## config.mk

```make
export PLATFORM = sky130hd
export DESIGN_NAME = pipe_csa_addsub_flat
export DESIGN_NICKNAME = d
export VERILOG_FILES = /design/src/rtl/pipe_csa_addsub_if.sv /design/src/rtl/pipe_csa_addsub.sv /design/src/flat_wrapper.sv
export SDC_FILE = /design/constraint.sdc
export NUM_CORES = 1
export LEC_CHECK = 0
export ABC_AREA = 1
export BUFFER_PORTS_ARGS = -buffer_cell sky130_fd_sc_hd__buf_2
export CORE_ASPECT_RATIO = 1.75
export CORE_MARGIN = 10
export CORE_UTILIZATION = 45
export DETAILED_ROUTE_END_ITERATION = 10
export GPL_ROUTABILITY_DRIVEN = 0
export GPL_TIMING_DRIVEN = 0
export PLACE_DENSITY = 0.73
export SLEW_MARGIN = 25
export SYNTH_ARGS = -nofsm -noshare
export SYNTH_HDL_FRONTEND = slang
export SYNTH_SLANG_ARGS = --single-unit
```

## constraint.sdc

```tcl
create_clock -name clk -period 2.31 [get_ports clk]
set_input_delay 0.462 -clock clk [delete_from_list [all_inputs] [get_ports clk]]
set_output_delay 0.462 -clock clk [all_outputs]
set_load 0.02 [all_outputs]
```

## src/rtl/pipe_csa_addsub_if.sv

```systemverilog
// Operand/result handshake bundle for pipe_csa_addsub.
// The master side drives operands and out_ready; the slave side is the adder.
interface pipe_csa_addsub_if #(
    parameter int dataWidth = 32
);
    logic                 in_valid;
    logic                 in_ready;
    logic [dataWidth-1:0] a;
    logic [dataWidth-1:0] b;
    logic                 sub;
    logic                 ci;
    logic                 out_valid;
    logic                 out_ready;
    logic [dataWidth-1:0] s;
    logic                 co;
    logic                 ovf;

    modport master (
        output in_valid, a, b, sub, ci, out_ready,
        input  in_ready, out_valid, s, co, ovf
    );

    modport slave (
        input  in_valid, a, b, sub, ci, out_ready,
        output in_ready, out_valid, s, co, ovf
    );
endinterface

```

## src/rtl/pipe_csa_addsub.sv

```systemverilog
// Pipelined carry-select adder/subtractor: stage k resolves slice k from two
// precomputed sums, picked by the registered carry out of stage k-1.
module pipe_csa_addsub #(
    parameter int dataWidth = 32,
    parameter int nStage    = 4
) (
    input  logic             clk,
    input  logic             rst_n,
    pipe_csa_addsub_if.slave bus
);
    localparam int SW = dataWidth / nStage;

    if (nStage < 1) begin : g_bad_stage
        $error("pipe_csa_addsub: nStage must be at least 1");
    end else if ((dataWidth % nStage) != 0) begin : g_bad_width
        $error("pipe_csa_addsub: dataWidth must be a multiple of nStage");
    end

    // Both carry-in variants are formed in parallel so the late carry only drives a mux.
    function automatic logic [SW:0] slice_sel(input logic [SW-1:0] x,
                                              input logic [SW-1:0] y,
                                              input logic          cin);
        logic [SW:0] sum0;
        logic [SW:0] sum1;
        sum0 = {1'b0, x} + {1'b0, y};
        sum1 = {1'b0, x} + {1'b0, y} + {{SW{1'b0}}, 1'b1};
        return cin ? sum1 : sum0;
    endfunction

    logic en_s;

    assign en_s         = !g_stage[nStage-1].vld_r || bus.out_ready;
    assign bus.in_ready = en_s;

    for (genvar k = 0; k < nStage; k++) begin : g_stage
        // Operand bits still unresolved when entering stage k, LSB-aligned.
        localparam int RW = dataWidth - k * SW;

        logic [RW-1:0]         a_s;
        logic [RW-1:0]         b_s;
        logic                  c_s;
        logic                  v_s;
        logic [SW:0]           sel_s;
        logic [(k+1)*SW-1:0]   res_nx_s;
        logic                  vld_r;
        logic                  cy_r;
        logic [(k+1)*SW-1:0]   res_r;

        if (k == 0) begin : g_src
            assign a_s      = bus.a;
            assign b_s      = bus.sub ? ~bus.b : bus.b;
            assign c_s      = bus.sub | bus.ci;
            assign v_s      = bus.in_valid;
            assign res_nx_s = sel_s[SW-1:0];
        end else begin : g_src
            assign a_s      = g_stage[k-1].g_ops.opa_r;
            assign b_s      = g_stage[k-1].g_ops.opb_r;
            assign c_s      = g_stage[k-1].cy_r;
            assign v_s      = g_stage[k-1].vld_r;
            assign res_nx_s = {sel_s[SW-1:0], g_stage[k-1].res_r};
        end

        assign sel_s = slice_sel(a_s[SW-1:0], b_s[SW-1:0], c_s);

        // Stage valid, carry and resolved low slices; all hold while en_s is low.
        always_ff @(posedge clk or negedge rst_n) begin
            if (!rst_n) begin
                vld_r <= 1'b0;
                cy_r  <= 1'b0;
                res_r <= '0;
            end else if (en_s) begin
                vld_r <= v_s;
                cy_r  <= sel_s[SW];
                res_r <= res_nx_s;
            end
        end

        if (k < nStage - 1) begin : g_ops
            logic [RW-SW-1:0] opa_r;
            logic [RW-SW-1:0] opb_r;

            // Upper operand slices travel along until their stage resolves them.
            always_ff @(posedge clk or negedge rst_n) begin
                if (!rst_n) begin
                    opa_r <= '0;
                    opb_r <= '0;
                end else if (en_s) begin
                    opa_r <= a_s[RW-1:SW];
                    opb_r <= b_s[RW-1:SW];
                end
            end
        end

        if (k == nStage - 1) begin : g_flag
            logic ovf_r;

            // Sign bits of a and post-inversion b are both visible in the top slice here.
            always_ff @(posedge clk or negedge rst_n) begin
                if (!rst_n) begin
                    ovf_r <= 1'b0;
                end else if (en_s) begin
                    ovf_r <= (a_s[RW-1] == b_s[RW-1]) && (sel_s[SW-1] != a_s[RW-1]);
                end
            end
        end
    end

    assign bus.out_valid = g_stage[nStage-1].vld_r;
    assign bus.s         = g_stage[nStage-1].res_r;
    assign bus.co        = g_stage[nStage-1].cy_r;
    assign bus.ovf       = g_stage[nStage-1].g_flag.ovf_r;
endmodule

```

## src/flat_wrapper.sv

```systemverilog
// flat-port wrapper written by rule: the top's interface ports become plain ports
module pipe_csa_addsub_flat 
#(
    parameter int dataWidth = 32,
    parameter int nStage    = 4
)
  (clk, rst_n, bus_in_valid, bus_a, bus_b, bus_sub, bus_ci, bus_out_ready, bus_in_ready, bus_out_valid, bus_s, bus_co, bus_ovf);
  pipe_csa_addsub_if #(.dataWidth(dataWidth)) bus_i ();
  input  logic clk;
  input  logic rst_n;
  input wire logic [$bits(bus_i.in_valid)-1:0] bus_in_valid;
  input wire logic [$bits(bus_i.a)-1:0] bus_a;
  input wire logic [$bits(bus_i.b)-1:0] bus_b;
  input wire logic [$bits(bus_i.sub)-1:0] bus_sub;
  input wire logic [$bits(bus_i.ci)-1:0] bus_ci;
  input wire logic [$bits(bus_i.out_ready)-1:0] bus_out_ready;
  output wire logic [$bits(bus_i.in_ready)-1:0] bus_in_ready;
  output wire logic [$bits(bus_i.out_valid)-1:0] bus_out_valid;
  output wire logic [$bits(bus_i.s)-1:0] bus_s;
  output wire logic [$bits(bus_i.co)-1:0] bus_co;
  output wire logic [$bits(bus_i.ovf)-1:0] bus_ovf;
  assign bus_i.in_valid = bus_in_valid;
  assign bus_i.a = bus_a;
  assign bus_i.b = bus_b;
  assign bus_i.sub = bus_sub;
  assign bus_i.ci = bus_ci;
  assign bus_i.out_ready = bus_out_ready;
  assign bus_in_ready = bus_i.in_ready;
  assign bus_out_valid = bus_i.out_valid;
  assign bus_s = bus_i.s;
  assign bus_co = bus_i.co;
  assign bus_ovf = bus_i.ovf;
  pipe_csa_addsub #(.dataWidth(dataWidth), .nStage(nStage)) u_core (.clk(clk), .rst_n(rst_n), .bus(bus_i));
endmodule
```

==> results of run 1 <==
==> layout make-up <==
cell class / count / area [sq um]
repair buffers: 126 / 742
well taps: 248 / 310
plain buffers: 43 / 196
clock buffers: 17 / 425
fillers: 1833 / 9260
flip-flops and latches: 185 / 4630
multi-input cells: 768 / 4160
inverters: 139 / 522
clock inverters: 15 / 129
==> Yosys cell counts <==
library cell  number  area share [%]
a211oi_1           1           0.080
a21oi_1           26             1.4
a31oi_1            1           0.067
buf_1              9            0.36
buf_2              7            0.37
buf_4              2            0.16
clkbuf_1          26             1.0
dfrtp_1          185              50
fa_1               4            0.86
ha_1              37             5.0
inv_1            132             5.3
inv_2              7            0.28
nand2_1          395              16
nand2_2            4            0.27
nand2_4            2            0.24
nand3_1           47             2.5
nand3_2            7            0.75
nand3b_1           5            0.40
nand3b_2           2            0.24
nand4_1           17             1.1
nor2_1            20            0.80
nor2_2            11            0.74
nor3_4             4            0.70
o211ai_1           1           0.080
o21a_1             4            0.32
o21ai_0          123             6.6
o21ai_1           11            0.59
o21bai_1           1           0.080
o22ai_1            4            0.27
o31ai_1            1           0.080
or2_2              1           0.067
or2_4              1           0.094
xnor2_1           28             2.6
xor2_1             7            0.66
xor2_2             3            0.52
==> worst register-to-register path: cells and delay by family (launching register included) <==
family / cells / cell delay [ns]
buffers and inverters: 3 / 0.19
adder cells (fa/ha/maj): 3 / 0.79
AND/OR/NAND/NOR: 8 / 0.75
flip-flops: 1 / 0.43
==> logic make-up (layout without fill, tap and decap cells) <==
kind of cell             after synthesis  count (layout)  share of synthesized area [%]
adder cells (fa/ha/maj)               41              41                           5.81
buffers and inverters                183             340                           7.52
flip-flops                           185             185                           49.5
AND/OR/NAND/NOR                      516             516                           23.8
XOR/XNOR                              38              38                           3.80
AO/OA/AOI/OAI                        173             173                           9.54
==> path summary, 6_finish.rpt <==
check | to
min in group asynchronous | u_core.g_stage[0].g_ops.opa_r[2]
worst min register to register | u_core.bus.co
worst min-delay path | u_core.g_stage[0].g_ops.opa_r[2]
max in group asynchronous | u_core.g_stage[1].g_ops.opb_r[7]
worst max register to register | u_core.g_stage[1].cy_r
worst max-delay path | u_core.g_stage[1].cy_r
==> report_power, final <==
group / total, mW / internal, mW / switching, mW
combinational: 7.63 / 2.67 / 4.96
clock: 2.77 / 1.42 / 1.35
sequential: 5.41 / 4.67 / 0.736
==> state kept, by name, indices dropped and copies added, names as in the netlist <==
name	flops
u_core.g_stage.g_ops.opa_r	48
u_core.bus.co	1
u_core.g_stage.vld_r	3
u_core.bus.ovf	1
u_core.bus.out_valid	1
u_core.bus.s	32
u_core.g_stage.cy_r	3
u_core.g_stage.g_ops.opb_r	48
u_core.g_stage.res_r	48
==> what timing repair did <==
item                                    in CTS  in global routing
setup buffers                               12                  7
endpoints found under the setup margin       7                 15
hold buffers                                 1                  0
hold endpoints to repair                    20                  0
resized for setup                           20                 23
pin swaps                                   20                 25
==> per-stage QoR <==
step	utilization (%)	worst slack, ns	cells	setup TNS (ns)	instance area, sq um
floorplan	-	-0.218	1136	-0.542	9400
global placement	50.2	-2.11	1488	-387.69	10200
detailed placement	50.5	-0.430	1490	-2.47	10300
CTS	54.0	-0.0358	1535	-0.0541	11000
global route	54.6	-0.0942	1541	-0.450	11100
finish	54.6	0.0258	1541	0	11100
==> layer usage <==
metal  part of all wire [%]  routed length, um  vias to the layer above
met5                      0                  0                        -
met4                    4.1                977                        0
met3                    4.1                991                       59
met2                     54              12900                      160
met1                     38               9220                     3666
li1                       -                  -                     3872
==> flow_metrics.py, run 1 <==
metrics = {
    "status": {
        "status": "finished clean",
    },
    "worst_setup_path": {
        "crit_required_ns": 2.63,
        "cp_slowest_cell": "fa_2",
        "worstPathCellList": "ha_2 -> inv_2 -> fa_2 -> inv_2 -> ha_4 -> inv_2 -> nor3_4 -> nand3_2 -> nor2_4 -> nand3_2 -> nor2_1 -> nand2_1 -> nand3_1 -> nand2_1",
        "critical_path.max_stage_delay_ns": 0.45,
        "ff2ff_path_depth": 14,
        "cpLargestDelayFamily": "adder cells",
        "criticalPathCategory": "reg -> reg",
        "rr_startpoint": "u_core.g_stage[0].g_ops.opb_r[0]",
        "startpoint_type": "register",
        "crit_fanout": 3,
        "cp_num_buf_inv": 3,
        "worstSetupEndpointType": "register",
        "crit_start": "u_core.g_stage[0].g_ops.opb_r[0]",
        "crit_top_cell": "inv_2",
        "reg2reg_slack_ns": 0.03,
        "crit_arrival_ns": 2.60,
        "worst-path-stages": 14,
    },
    "cts": {
        "cts_buffer_depth": 2,
        "clk_latency_ns": 0.43,
        "clk_pin_slew_ns": 0.07,
        "cts_tree": "done",
        "cts_root_buf": "clkbuf_16",
        "cts_sinks": 185,
        "cts_buffers": 17,
        "htreeDepth": 4,
    },
    "routing": {
        "drtIter0Drc": 388,
        "drc_errors": 0,
        "wl_mm": 24.1,
        "via_count": 7757,
        "wire_per_inst_um": 15.7,
        "via_per_inst": 5.03,
        "antenna_left": 0,
        "firstDrtPassIters": 7,
    },
    "placement": {
        "port_buffers": 104,
        "dp_hpwl_mm": 18.1,
    },
    "sta": {
        "setup_viol": 0,
        "finalMaxSlewViolations": 0,
        "rsz0062_at_grt": "true",
        "hold_ws_ns": 0.224,
        "worst_pin_slew_ns": 0.847,
        "skew_ns": 0.0102,
        "max_clock_freq_mhz": 438,
        "slew_headroom_pct": 43.6,
        "period_minus_slack_ns": 2.28,
        "final.period_utilization_pct": 98.9,
        "finalHoldViolCount": 0,
    },
    "floorplanning": {
        "fp.coreArea_sq_um": 20400,
        "dieArea_sq_um": 27200,
        "io_pins": 106,
        "die_x_um": 129,
        "rows": 69,
        "initial_core_util_pct": 45.9,
        "die_y_um": 211,
    },
    "global_routing": {
        "grt_util_met3_pct": 3.14,
        "grt_first_pass_wirelength_mm": 38.5,
        "antenna_found_initial": 0,
        "grt_start_max_net_pins": 88,
        "grt_overflow": 0,
        "grtUsageTotal_pct": 18.0,
        "gr-max-usage-layer": "met2",
        "grtUsageMet1_pct": 18.9,
        "grt_pass1_vias": 7933,
        "use_met2_pct": 33.2,
    },
    "cells_and_area": {
        "layout.nets": 1391,
        "final_cell_mix": "nand2_1 (392), dfrtp_1 (185), inv_1 (123), o21ai_0 (120), buf_2 (109)",
        "drive_above_1_share_pct": 18.6,
        "antenna_cells": 0,
        "final_common_cell": "nand2_1",
        "area_growth_pct": 18.9,
    },
    "logic_synthesis": {
        "avgSynthCellArea_sq_um": 8.23,
        "ys_ff_latch": 185,
        "ys_warn_count": 0,
        "synth.distinct_cells": 35,
        "synth-seq-area-share_pct": 49.5,
        "synth_fp_nets": 1247,
        "syn_inst": 1136,
        "synth.cell_area_sq_um": 9350,
    },
    "worst_hold_path": {
        "holdPathStages": 3,
        "min_from": "bus_a[10]",
        "worstHoldPathType": "in -> reg",
    },
    "job": {
        "timing.max_cap.violations": 0,
    },
    "power_and_ir_drop": {
        "peakVddDrop_mv": 0.689,
        "p_total_mw": 15.8,
        "p_leak_nw": 5.70,
        "p_per_area_nw_per_um2": 1420,
    },
}
Power figures use the tool's default switching activity.
==> run 2: changes to the inputs <==
--- a/config.mk
+++ b/config.mk
@@ -12,7 +12,6 @@
 export CORE_UTILIZATION = 45
 export DETAILED_ROUTE_END_ITERATION = 10
 export GPL_ROUTABILITY_DRIVEN = 0
-export GPL_TIMING_DRIVEN = 0
 export PLACE_DENSITY = 0.73
 export SLEW_MARGIN = 25
 export SYNTH_ARGS = -nofsm -noshare
==> flow_metrics.py, run 2 (synthesized netlist as in run 1, its figures left out) <==
metrics = {
    "power_and_ir_drop": {
        "p_leak_nw": 5.68,
        "p_per_area_nw_per_um2": 1390,
        "peakVddDrop_mv": 0.551,
        "p_total_mw": 15.3,
    },
    "worst_setup_path": {
        "cp_num_buf_inv": 0,
        "startpoint_type": "register",
        "worstSetupEndpointType": "register",
        "crit_required_ns": 2.64,
        "ff2ff_path_depth": 12,
        "critical_path.max_stage_delay_ns": 0.58,
        "crit_fanout": 3,
        "worstPathCellList": "ha_2 -> fa_1 -> ha_2 -> nand2_2 -> nor2_1 -> nand3_1 -> nor2_1 -> nand2_1 -> nor2_2 -> nand3_1 -> nand3_1 -> nand2_1",
        "criticalPathCategory": "reg -> reg",
        "reg2reg_slack_ns": -0.002,
        "crit_top_cell": "nand3_1",
        "cpLargestDelayFamily": "adder cells",
        "rr_startpoint": "u_core.g_stage[2].g_ops.opa_r[0]",
        "timing.rr.end": "u_core.bus.co",
        "crit_arrival_ns": 2.64,
        "cp_slowest_cell": "fa_1",
    },
    "routing": {
        "via_count": 7318,
        "firstDrtPassIters": 6,
        "antenna_left": 0,
        "wire_per_inst_um": 12.9,
        "drc_errors": 0,
        "via_per_inst": 4.86,
        "drtIter0Drc": 412,
        "wl_mm": 19.4,
    },
    "cells_and_area": {
        "register_area_sq_um": 4630,
        "layout.nets": 1356,
        "reg.largest.list": "u_core.g_stage.g_ops.opa_r x48, u_core.g_stage.g_ops.opb_r x48, u_core.g_stage.res_r x48",
        "fin_cells": 1506,
        "area_growth_pct": 17.2,
        "fillCellCount": 1885,
        "drive_above_1_share_pct": 18.0,
        "antenna_cells": 0,
        "multi_input_area_sq_um": 4080,
        "fin_util_pct": 53.8,
        "final_common_cell": "nand2_1",
        "final_cell_mix": "nand2_1 (394), dfrtp_1 (185), inv_1 (125), o21ai_0 (121), buf_2 (104)",
    },
    "floorplanning": {
        "io_pins": 106,
        "initial_core_util_pct": 45.9,
        "rows": 69,
        "die_y_um": 211,
        "dieArea_sq_um": 27200,
        "die_x_um": 129,
        "fp.coreArea_sq_um": 20400,
    },
    "status": {
        "violations": "negative hold slack, negative setup slack",
        "status": "complete, but fails checks",
    },
    "sta": {
        "fin_ws_ns": -0.00152,
        "finalMaxSlewViolations": 0,
        "max_clock_freq_mhz": 433,
        "setup_viol": 1,
        "skew_ns": 0.00666,
        "final.setup.tns_ns": -0.00152,
        "rsz0062_at_grt": "true",
        "hold_ws_ns": -0.0137,
        "finalHoldViolCount": 6,
        "worst_pin_slew_ns": 0.478,
        "slew_headroom_pct": 68.1,
        "period_minus_slack_ns": 2.31,
        "final.period_utilization_pct": 100,
    },
    "global_routing": {
        "grtUsageTotal_pct": 14.9,
        "grt_first_pass_wirelength_mm": 33.5,
        "grt_overflow": 0,
        "grt_pass1_vias": 7298,
        "grt_start_max_net_pins": 85,
        "antenna_found_initial": 0,
    },
    "cts": {
        "clk_latency_ns": 0.43,
        "cts_sinks": 185,
        "htreeDepth": 4,
        "cts_root_buf": "clkbuf_16",
        "clk_pin_slew_ns": 0.07,
        "cts_tree": "done",
        "cts_buffer_depth": 2,
        "cts_buffers": 17,
        "postCtsHoldBufs": 0,
    },
    "placement": {
        "pre_cts_slack_ns": -0.278,
        "dp_cells": 1469,
        "port_buffers": 105,
        "dp_hpwl_mm": 13.9,
    },
    "job": {
        "timing.max_cap.violations": 0,
    },
    "worst_hold_path": {
        "worstHoldPathType": "in -> async",
    },
}
## run 2: changes by cell type in the layout (fill, tap and decap cells not counted), moves of 3 or more
cell      delta
inv_2        -3
clkbuf_8     +3
nor2_4       -4
fa_2         -3
buf_12       +3
buf_1        -9
fa_1         +3
ha_4         -3
buf_2        -5
buf_4        +4
clkbuf_1    -23
## run 2: per-stage QoR
| stage | hold slack [ns] | instance area, sq um |
|---|---|---|
| floorplan | 0.166 | 9400 |
| global placement | 0.450 | 10300 |
| detailed placement | 0.453 | 10300 |
| CTS | 0.000926 | 10900 |
| global route | 0.0206 | 11000 |
| finish | -0.0137 | 11000 |
## run 2: how the worst max path moves through the flow
stage               slack, ns                        startpoint  cells after the start                endpoint
floorplan               -0.22                           bus_sub                     17  u_core.g_stage[0].cy_r
global placement        -0.20                           bus_sub                     16  u_core.g_stage[0].cy_r
detailed placement      -0.28                           bus_sub                     16  u_core.g_stage[0].cy_r
CTS                    0.0009  u_core.g_stage[0].g_ops.opb_r[0]                     14  u_core.g_stage[1].cy_r
global route            -0.18  u_core.g_stage[2].g_ops.opb_r[0]                     12           u_core.bus.co
finish                 -0.002  u_core.g_stage[2].g_ops.opa_r[0]                     12           u_core.bus.co
## run 2: where the power goes
group	total [mW]	internal (mW)	switching [mW]	leakage, nW
Clock	3.01	1.70	1.31	0.302
Sequential	5.39	4.67	0.723	2.24
Combinational	6.85	2.50	4.35	3.13
## run 2: worst register-to-register path: cells and delay by family (launching register included)
family / cells / cell delay (ns)
adder cells (fa/ha/maj): 3 / 0.95
flip-flops: 1 / 0.40
AND/OR/NAND/NOR: 9 / 0.85
## run 2: what timing repair did
item,CTS,global route
setup endpoints to repair,0,9
gates resized for setup,0,12
setup buffers,0,5
## run 2: metal layers
metal  track usage [%]  vias to the layer above  share of wire [%]
li1                  -                     3813                  -
met2              26.8                      112                 51
met1              17.2                     3371                 43
met5                 0                        -                  0
met4              5.16                        0                1.8
met3              2.99                       22                3.5
## run 2: cell type report
class	instances	area share (%)
tap	248	2.83
multi-input combinational	768	37.2
clock buffer	20	4.17
sequential	185	42.2
clock inverter	12	1.42
timing repair buffer	134	7.32
inverter	139	4.78
==> run 3: changes to the inputs <==
--- a/config.mk
+++ b/config.mk
@@ -13,7 +13,8 @@
 export DETAILED_ROUTE_END_ITERATION = 10
 export GPL_ROUTABILITY_DRIVEN = 0
 export PLACE_DENSITY = 0.73
-export SLEW_MARGIN = 25
+export RECOVER_POWER = 100
+export SLEW_MARGIN = 0
 export SYNTH_ARGS = -nofsm -noshare
 export SYNTH_HDL_FRONTEND = slang
 export SYNTH_SLANG_ARGS = --single-unit
==> flow_metrics.py, run 3 (synthesized netlist as in run 1, its figures left out) <==
metrics = {
    "status": {
        "status": "finished clean",
    },
    "cells_and_area": {
        "antenna_cells": 0,
        "area_growth_pct": 15.9,
        "layout.nets": 1356,
        "final_common_cell": "nand2_1",
        "register_area_sq_um": 4630,
        "fillCellCount": 1915,
        "reg.largest.list": "u_core.g_stage.g_ops.opa_r x48, u_core.g_stage.g_ops.opb_r x48, u_core.g_stage.res_r x48",
        "drive_above_1_share_pct": 14.5,
        "multi_input_area_sq_um": 4060,
        "final_cell_mix": "nand2_1 (394), dfrtp_1 (185), inv_1 (126), o21ai_0 (121), buf_2 (69)",
    },
    "cts": {
        "clk_latency_ns": 0.43,
        "cts_tree": "done",
        "htreeDepth": 4,
        "cts_sinks": 185,
        "cts_buffer_depth": 2,
        "clk_pin_slew_ns": 0.07,
        "cts_buffers": 17,
        "cts_root_buf": "clkbuf_16",
        "postCtsHoldBufs": 0,
    },
    "sta": {
        "slew_headroom_pct": 5.93,
        "skew_ns": 0.00575,
        "worst_pin_slew_ns": 1.41,
        "fin_ws_ns": 0.00169,
        "final.period_utilization_pct": 99.9,
        "max_clock_freq_mhz": 433,
        "setup_viol": 0,
        "rsz0062_at_grt": "true",
        "finalHoldViolCount": 0,
        "finalMaxSlewViolations": 0,
        "period_minus_slack_ns": 2.31,
    },
    "global_routing": {
        "grt_first_pass_wirelength_mm": 33.5,
        "antenna_found_initial": 0,
        "grt_overflow": 0,
        "grt_start_max_net_pins": 85,
        "grt_pass1_vias": 7298,
        "grtUsageTotal_pct": 14.9,
    },
    "placement": {
        "port_buffers": 105,
        "dp_hpwl_mm": 13.9,
        "pre_cts_slack_ns": -0.278,
    },
    "routing": {
        "drc_errors": 0,
        "via_per_inst": 4.86,
        "via_count": 7321,
        "drtIter0Drc": 417,
        "antenna_left": 0,
        "wl_mm": 19.5,
        "wire_per_inst_um": 12.9,
        "firstDrtPassIters": 4,
    },
    "worst_setup_path": {
        "crit_fanout": 3,
        "criticalPathCategory": "reg -> reg",
        "reg2reg_slack_ns": 0.002,
        "startpoint_type": "register",
        "crit_arrival_ns": 2.64,
        "crit_start": "u_core.g_stage[2].g_ops.opa_r[0]",
        "rr_startpoint": "u_core.g_stage[2].g_ops.opa_r[0]",
        "timing.rr.end": "u_core.bus.co",
        "worstSetupEndpointType": "register",
        "ff2ff_path_depth": 12,
        "worstSetupEndpoint": "u_core.bus.co",
        "crit_required_ns": 2.64,
    },
    "floorplanning": {
        "die_x_um": 129,
        "fp.coreArea_sq_um": 20400,
        "dieArea_sq_um": 27200,
        "die_y_um": 211,
        "rows": 69,
        "initial_core_util_pct": 45.9,
        "io_pins": 106,
    },
    "job": {
        "timing.max_cap.violations": 0,
    },
    "power_and_ir_drop": {
        "p_total_mw": 15.1,
        "p_per_area_nw_per_um2": 1390,
        "p_leak_nw": 5.55,
        "peakVddDrop_mv": 0.539,
    },
    "worst_hold_path": {
        "worstHoldPathType": "in -> reg",
    },
}
-- run 3: cell types whose count changed in the layout (fill, tap and decap cells not counted), moves of 3 or more --
| cell | change |
|---|---|
| buf_2 | -35 |
| clkbuf_1 | +36 |
| nand3_1 | +3 |
| buf_4 | -8 |
| clkbuf_2 | +8 |
| nand3_2 | -3 |
-- run 3: through the flow --
step / hold slack, ns / TNS, ns / instances / cell area (sq um) / utilization [%]
after CTS: 0.000926 / 0 / 1501 / 10900 / 53.5
after floorplan: 0.166 / -0.542 / 1136 / 9400 / -
after global routing: 0.221 / -1.24 / 1506 / 10800 / 53.2
after detailed placement: 0.453 / -0.833 / 1469 / 10300 / 50.5
final: 0.224 / 0 / 1506 / 10800 / 53.2
after global placement: 0.450 / -0.475 / 1469 / 10300 / 50.5
-- run 3: report_power, final --
part	switching (mW)	total [mW]	internal (mW)
clock network	1.31	3.01	1.69
registers	0.733	5.40	4.67
logic	4.32	6.70	2.38
-- run 3: timing repair --
item | 4_1_cts | 5_1_grt
resized for setup | 0 | 12
endpoints found under the setup margin | 0 | 9
setup buffers | 0 | 5
-- run 3: critical path, stage by stage, from the launching register on --
cell	delay, ns
dfrtp_1	0.40
ha_2	0.19
fa_1	0.58
ha_2	0.18
nand2_2	0.06
nor2_1	0.10
nand3_1	0.10
nor2_1	0.13
nand2_1	0.09
nor2_2	0.15
nand3_1	0.09
nand3_1	0.08
nand2_1	0.05
-- run 3: how the worst min path moves through the flow --
| stage | from | end | depth (start not counted) |
|---|---|---|---|
| 6_report | bus_a[12] | u_core.g_stage[0].g_ops.opa_r[4] | 3 |
| 5_1_grt | bus_a[8] | u_core.g_stage[0].g_ops.opa_r[0] | 3 |
| 4_1_cts | rst_n | u_core.bus.s[9] | 1 |
| 3_5_place_dp | u_core.g_stage[1].g_ops.opb_r[15] | u_core.g_stage[2].g_ops.opb_r[7] | 2 |
| 3_3_place_gp | u_core.g_stage[1].g_ops.opb_r[13] | u_core.g_stage[2].g_ops.opb_r[5] | 2 |
| 2_1_floorplan | rst_n | u_core.bus.co | 0 |
-- run 3: layout make-up --
class                      count  share of cell area, %
sequential                   185                   42.7
multi-input combinational    768                   37.4
timing repair buffer         134                   6.49
inverter                     139                   4.84
clock buffer                  20                   4.21
tap                          248                   2.86
clock inverter                12                   1.43
-- run 3: layer usage --
metal  vias to the layer above  wire length (um)  part of all wire (%)  track usage (%)
li1                       3809                 -                     -                -
met4                         0               349                   1.8             5.16
met2                       114              9970                    51             26.8
met1                      3376              8440                    43             17.2
met3                        22               721                   3.7             2.99
met5                         -                 0                     0                0
